<file path="src/rtl/pov_column_sequencer.sv">
// pov_column_sequencer
//   Scans one angular slice of the persistence-of-vision display. It walks the
//   scan indices, skips the ones that are not lit at this angle, fetches
//   NUM_CHANNELS columns per lit index from the selected content source, and
//   hands them to the panel driver over a valid/ready handshake.
//
// Ports
//   clk_in, rst_in   clock, synchronous active-low reset
//   theta            current angular slice; any change starts a new sweep
//   mode_sel         content source select (out-of-range selects source 0)
//   col_mask         bit i set = scan index i lit at this theta
//   lookup_idx       scan index presented to every content lookup
//   src_cols         lookup data, one cycle behind lookup_idx
//   out_cols         pixel columns, one NUM_ROWS word per channel
//   out_col_num      physical column number per channel
//   out_valid/ready  handshake to the panel driver
//   sweep_done       pulse when the last index of a slice is accepted/skipped
//   overrun          pulse when theta moves before the sweep completes
//   overrun_cnt      saturating overrun count
module pov_column_sequencer #(
  parameter int NUM_ROWS     = 64,
  parameter int NUM_COLS     = 64,
  parameter int NUM_CHANNELS = 2,
  parameter int NUM_SOURCES  = 2,
  parameter int THETA_RES    = 8,
  parameter int CNT_W        = 8
) (
  input  logic                                         clk_in,
  input  logic                                         rst_in,
  input  logic [THETA_RES-1:0]                         theta,
  input  logic [$clog2(NUM_SOURCES)-1:0]               mode_sel,
  input  logic [NUM_COLS/NUM_CHANNELS-1:0]             col_mask,
  output logic [$clog2(NUM_COLS/NUM_CHANNELS)-1:0]     lookup_idx,
  input  logic [NUM_SOURCES*NUM_CHANNELS*NUM_ROWS-1:0] src_cols,
  output logic [NUM_CHANNELS*NUM_ROWS-1:0]             out_cols,
  output logic [NUM_CHANNELS*$clog2(NUM_COLS)-1:0]     out_col_num,
  output logic                                         out_valid,
  input  logic                                         out_ready,
  output logic                                         sweep_done,
  output logic                                         overrun,
  output logic [CNT_W-1:0]                             overrun_cnt
);

  localparam int unsigned SCAN_RATE = NUM_COLS / NUM_CHANNELS;
  localparam int unsigned IDX_W     = $clog2(SCAN_RATE);
  localparam int unsigned COL_W     = $clog2(NUM_COLS);
  localparam int unsigned SEL_W     = $clog2(NUM_SOURCES);
  localparam int unsigned SLICE_W   = NUM_CHANNELS * NUM_ROWS;
  localparam int unsigned COLNUM_W  = NUM_CHANNELS * COL_W;
  localparam logic [SEL_W:0]   NSRC     = (SEL_W + 1)'(NUM_SOURCES);
  localparam logic [IDX_W-1:0] LAST_IDX = IDX_W'(SCAN_RATE - 1);

  typedef enum logic [2:0] {
    IDLE,
    SCAN,
    FETCH,
    PRESENT,
    DONE
  } state_t;

  state_t                 state;
  logic [THETA_RES-1:0]   theta_q;
  logic [SCAN_RATE-1:0]   mask_q;
  logic [SEL_W-1:0]       mode_q;
  logic [IDX_W-1:0]       scan_idx;

  logic                   theta_chg;
  logic                   last_idx;
  logic                   accept;
  logic                   in_sweep;
  logic [SEL_W-1:0]       src_sel;
  logic [SLICE_W-1:0]     fetch_cols;
  logic [COLNUM_W-1:0]    next_col_num;

  assign theta_chg  = (theta != theta_q);
  assign last_idx   = (scan_idx == LAST_IDX);
  assign accept     = (state == PRESENT) && out_valid && out_ready;
  assign in_sweep   = (state == SCAN) || (state == FETCH) || (state == PRESENT);
  assign lookup_idx = scan_idx;

  always_comb begin
    src_sel = '0;
    if ({1'b0, mode_q} < NSRC) begin
      src_sel = mode_q;
    end
  end

  always_comb begin
    fetch_cols = '0;
    for (int unsigned s = 0; s < NUM_SOURCES; s++) begin
      if (src_sel == SEL_W'(s)) begin
        fetch_cols = src_cols[s*SLICE_W +: SLICE_W];
      end
    end
  end

  // Channel c carries column scan_idx + c*SCAN_RATE.
  always_comb begin
    next_col_num = '0;
    for (int unsigned c = 0; c < NUM_CHANNELS; c++) begin
      next_col_num[c*COL_W +: COL_W] = COL_W'(scan_idx) + COL_W'(c * SCAN_RATE);
    end
  end

  always_ff @(posedge clk_in) begin
    if (!rst_in) begin
      state       <= IDLE;
      theta_q     <= '0;
      mask_q      <= '0;
      mode_q      <= '0;
      scan_idx    <= '0;
      out_cols    <= '0;
      out_col_num <= '0;
      out_valid   <= 1'b0;
      sweep_done  <= 1'b0;
      overrun     <= 1'b0;
      overrun_cnt <= '0;
    end else begin
      theta_q    <= theta;
      sweep_done <= 1'b0;
      overrun    <= 1'b0;

      if ((state == IDLE) || theta_chg) begin
        // A restart pre-empts everything. An acceptance of the final index in
        // the same cycle still completes the old sweep, so it is not an overrun.
        mask_q    <= col_mask;
        mode_q    <= mode_sel;
        scan_idx  <= '0;
        out_valid <= 1'b0;
        state     <= SCAN;
        if (accept && last_idx) begin
          sweep_done <= 1'b1;
        end else if (in_sweep) begin
          overrun <= 1'b1;
          if (overrun_cnt != '1) begin
            overrun_cnt <= overrun_cnt + 1'b1;
          end
        end
      end else begin
        case (state)
          SCAN: begin
            if (mask_q[scan_idx]) begin
              state <= FETCH;
            end else if (last_idx) begin
              state      <= DONE;
              sweep_done <= 1'b1;
            end else begin
              scan_idx <= scan_idx + 1'b1;
            end
          end
          FETCH: begin
            out_cols    <= fetch_cols;
            out_col_num <= next_col_num;
            out_valid   <= 1'b1;
            state       <= PRESENT;
          end
          PRESENT: begin
            if (out_ready) begin
              out_valid <= 1'b0;
              if (last_idx) begin
                state      <= DONE;
                sweep_done <= 1'b1;
              end else begin
                scan_idx <= scan_idx + 1'b1;
                state    <= SCAN;
              end
            end
          end
          DONE: begin
            out_valid <= 1'b0;
          end
          default: begin
            state <= IDLE;
          end
        endcase
      end
    end
  end

endmodule

</file>
<file path="config.mk">
export PLATFORM = sky130hd
export DESIGN_NAME = pov_column_sequencer
export DESIGN_NICKNAME = d
export VERILOG_FILES = /design/src/rtl/pov_column_sequencer.sv
export SDC_FILE = /design/constraint.sdc
export NUM_CORES = 1
export LEC_CHECK = 0
export CAP_MARGIN = 40
export CORE_AREA = 2 2 179 181
export CTS_CLUSTER_DIAMETER = 50
export DETAILED_ROUTE_END_ITERATION = 10
export DIE_AREA = 0 0 181 183
export SLEW_MARGIN = 10
export SYNTH_ARGS = -nofsm -noshare
export SYNTH_HDL_FRONTEND = slang
export SYNTH_SLANG_ARGS = --single-unit
</file>
<file path="constraint.sdc">
create_clock -name clk_in -period 7.03 [get_ports clk_in]
set_input_delay 1.0545 -clock clk_in [delete_from_list [all_inputs] [get_ports clk_in]]
set_output_delay 1.0545 -clock clk_in [all_outputs]
set_load 0.005 [all_outputs]
</file>
After elaboration in Yosys (flattened, before gate mapping):

Index checks and enable logic that the tools add are counted.
Widths: inputs -> output; s select.

* bits in registers: 199
* logic and storage cells: 72

* $add $sub $neg: 3
* magnitude comparators: 1
* equal/unequal tests: 13
* mux-type cells: 22
* bitwise operators: 4
* reductions and logical operators: 17

Operator list (number)
* $mux 128: 1
* $mux 5: 3
* $mux 3: 4
* $pmux 3 s4: 1
* $pmux 5 s2: 1
* $mux 1: 9
* $reduce_and 3->1: 3
* $add 8x1->8 const B: 1
* $ne 8x8->1: 1
* $ne 8x8->1 const B: 1
* $add 5x6->6 const B: 1
* $eq 3x2->1 const B: 2
* $lt 5x6->1 const B: 1
* $ne 2x2->1 const B: 3
* $ne 3x2->1 const B: 2
* $add 5x1->5 const B: 1
* $bmux 1 s5: 1
* $eq 5x5->1 const B: 1
* $ne 4x2->1 const B: 1
* $not 1->1: 4
* $reduce_and 2->1: 2
* $reduce_and 4->1: 1
* $eq 3x1->1 const B: 1
* $eq 3x3->1 const B: 1
* 9 further kinds: 13

Longest topological paths before layout:

* depth after elaboration: 6
* mapped depth: 10
* mapped depth without buffers: 10

Worst setup path before layout:

OpenSTA, ideal clock, no wires.

* kind: input port to flip-flop
* start point: input port theta[6]
* end point: register mask_q[10]
* library setup time: 0.116 ns
* data arrival time: 2.500 ns
* setup slack: 4.414 ns
* stages: 7
* path buffers: 2
* cell sequence: xor2_1 > nor4_1 > o311a_1 > buf_4 > buf_2 > mux2i_1 > nor2b_1

* cells in the longest elaborated chain, start to end: 2

Ends and longest elaborated chain
* start: declaration: RTL line 30 `input logic [THETA_RES-1:0] theta,`
* $ne 8x8->1: RTL line 75 `assign theta_chg = (theta != theta_q);`
* $logic_or 1x1->1: RTL line 123 `if ((state == IDLE) || theta_chg) begin`
* end signal: assignment: RTL line 126 `mask_q <= col_mask;`
* end: declaration: RTL line 63 `logic [SCAN_RATE-1:0] mask_q;`

Every way passes these cells.
A chain may end at the register's enable or synchronous reset.

Worst setup path in the final report:

* start point: input port theta[6]
* end point: register out_cols[89]

* cells in the longest elaborated chain, start to end: 4

Ends and longest elaborated chain
* $ne 8x8->1: RTL line 75
* $logic_or 1x1->1: RTL line 123
* $not 1->1 (no source line)
* $reduce_and 2->1 (no source line)
* end signal: assignment: RTL line 152 `out_cols <= fetch_cols;`
* end: declaration: RTL line 35 `output logic [NUM_CHANNELS*NUM_ROWS-1:0] out_cols,`

Every way passes these cells.

==> reports/qor.csv <==
metric,value,unit
die_h,183,microns
cts.htree.levels,4,
io_pins,456,
overflow,0,
wl_per_cell,17.9,microns
worstPathRequired,7370,ps
layout-area-overhead-vs-synth,60.7,%
worst-path-max-fanout,90,
worstHoldPathCells,1,
core_region_area,31200,sq um
drc,0,
track_usage,0.181,
cts_buffers,17,
yosysTopAreaCell,dfxtp_1,
p_leak,6.60,nW
dieArea,33100,sq um
synth_xor_area_frac,0.0127,
setup_tns,0,ps
cts_resized,0,
synth_warnings,0,
synth_top_area_frac,0.433,
drt-initial-drc-count,359,
cts_buffer_depth,2,
synth_top_family_by_area,multiplexers,
dpl.hpwl,23000,microns
yosysSeqAreaShare,0.433,
rrSetupSlack,4260,ps
critPathKind,input pin to register,
synth_nets,1182,
wl,30500,microns
yosys-top-cells-area,"dfxtp_1, mux2i_1, o211a_1, nand2_1, nor2b_1",
clkSinkCount,194,
grt_max_degree,144,
clock_latency,450,ps
maxCapViolCount,0,
ys.flop_type,dfxtp_1,
skew,12.4,ps
cts-hold-fix-buffers,0,
status,completed,
maxSlewViolCount,0,
worstRegToRegCells,8,
antenna_found_initial,5,
cts_tree,done,
rsz0062_at_grt,false,
hp-class,register to register,
critical_path_arrival,3830,ps
routed_via_density,4.68,
end_kind,register,
synth-seq-cells,194,
synth_edf_count,0,
worst_slew_pin_slew,857,ps
synthAdderAreaFrac,0.00419,
finalHoldViolCount,0,
port_buffers,454,
irDropWorstVdd,0.150,mV
syn-mean-instance-area,10.2,sq um
initial_core_util,0.287,
fin_crit,3490,ps
rows,65,
power_density,169,nW/um^2
die_w,181,microns
setup_viol,0,
synth_cell_types,47,
muxShareOfSynthArea,0.204,
place.gp.congestion,0.747,
cts_setup_buffers,0,
drive_gt1_frac,0.0417,
synthSimpleGateAreaFrac,0.122,
clock-root-buffer,clkbuf_16,
route.vias.total,7962,
placed_area,13800,sq um
drtAntennaViolNets,0,
grt_pass1_wl,45900,microns
grt_pass1_vias,7903,
async_flop_share,0,
synth_compound_area_frac,0.174,
first_pass_iters,5,
fin_crit_sh,0.496,
slew-limit-headroom,0.428,
clock.fmax,287,MHz
fin_nets,1585,
syn_area,8960,sq um
fin_area,14400,sq um
clk_pin_slew,70,ps
syn_inst,879,
critPathLaunchType,input pin,
[placed cells by master, fill, tap and decap left out, types with 7 or more instances in the layout]
cell             netlist  layout
buf_4                  9       7
mux2i_1              183     183
nand2_1              142     142
and2_1                13      13
clkbuf_16              0      17
clkdlybuf4s50_1        0     453
o211a_1              128     128
dfxtp_1              194     193
o21ai_0               10      10
nor2b_1               40      40
xor2_1                 9       9
[worst max-delay path, stage by stage]
cell and delay [ps]:
clkdlybuf4s50_1 430, xor2_1 150, nor4_1 440, nand2_1 120, nor3_2 160, buf_4 370
buf_4 730, nand2_1 120, o211a_1 170
[path summary, 6_finish.rpt]
kind,start,endpoint
setup / recovery,theta[6],out_cols[89]
hold reg to reg,out_col_num[11],out_col_num[11]
hold / removal,out_col_num[11],out_col_num[11]
setup reg to reg,theta_q[6],out_cols[89]
[flip-flops by register name, indices dropped and copies added, names as in the netlist]
register     flops
state            3
lookup_idx       5
out_valid        1
mask_q          32
sweep_done       1
overrun_cnt      8
out_cols       128
mode_q           1
overrun          1
theta_q          8
out_col_num      6
[metal layers]
| layer | up-vias | part of all wire | GRT usage |
|---|---|---|---|
| li1 | 3951 | - | - |
| met1 | 3683 | 0.39 | 0.203 |
| met2 | 281 | 0.49 | 0.306 |
| met3 | 43 | 0.090 | 0.0723 |
| met4 | 4 | 0.024 | 0.0741 |
| met5 | - | 0.00089 | 0 |
[power breakdown]
part / switching, mW / internal, mW
Sequential: 0.0102 / 1.11
Combinational: 0.0951 / 0.207
Clock: 0.473 / 0.536
[cell usage after synthesis (4+ instances only)]
library cell    n
a21oi_1         6
a22oi_1         5
a311oi_1        4
and2_1         13
buf_2          32
buf_4           9
clkbuf_1       36
dfxtp_1       194
inv_1           5
mux2i_1       183
nand2_1       142
nand3_1         4
nor2_1          6
nor2b_1        40
o211a_1       128
o21ai_0        10
xnor2_1         4
xor2_1          9
[cell families (layout without fill, tap and decap cells)]
group / count (synthesis) / after routing
other: 1 / 4
XOR/XNOR: 13 / 13
multiplexers: 183 / 183
adder cells (fa/ha/maj): 3 / 3
AO/OA/AOI/OAI: 168 / 168
AND/OR/NAND/NOR: 230 / 230
buffers and inverters: 87 / 503
flip-flops: 194 / 194
[through the flow]
step                cells  setup slack [ps]  total power, mW   util  hold slack, ps
finish               1700              3540             2.43  0.461             465
CTS                  1697              3520             2.48  0.461             473
floorplan             879              4410             1.25      -             464
global placement     1660              3110             1.45  0.438             447
global route         1700              3280             2.55  0.461             510
detailed placement   1665              3050             1.45  0.442             455
[area by class of cell]
class | count | area (sq um)
diodes | 3 | 7.51
clock buffers | 17 | 425
clock inverters | 15 | 178
fillers | 2958 | 16800
inverters | 5 | 18.8
multi-input cells | 598 | 4650
flip-flops and latches | 194 | 3890
well taps | 402 | 503
repair buffers | 466 | 4740
No activity file was read; power rests on OpenSTA's default activity.
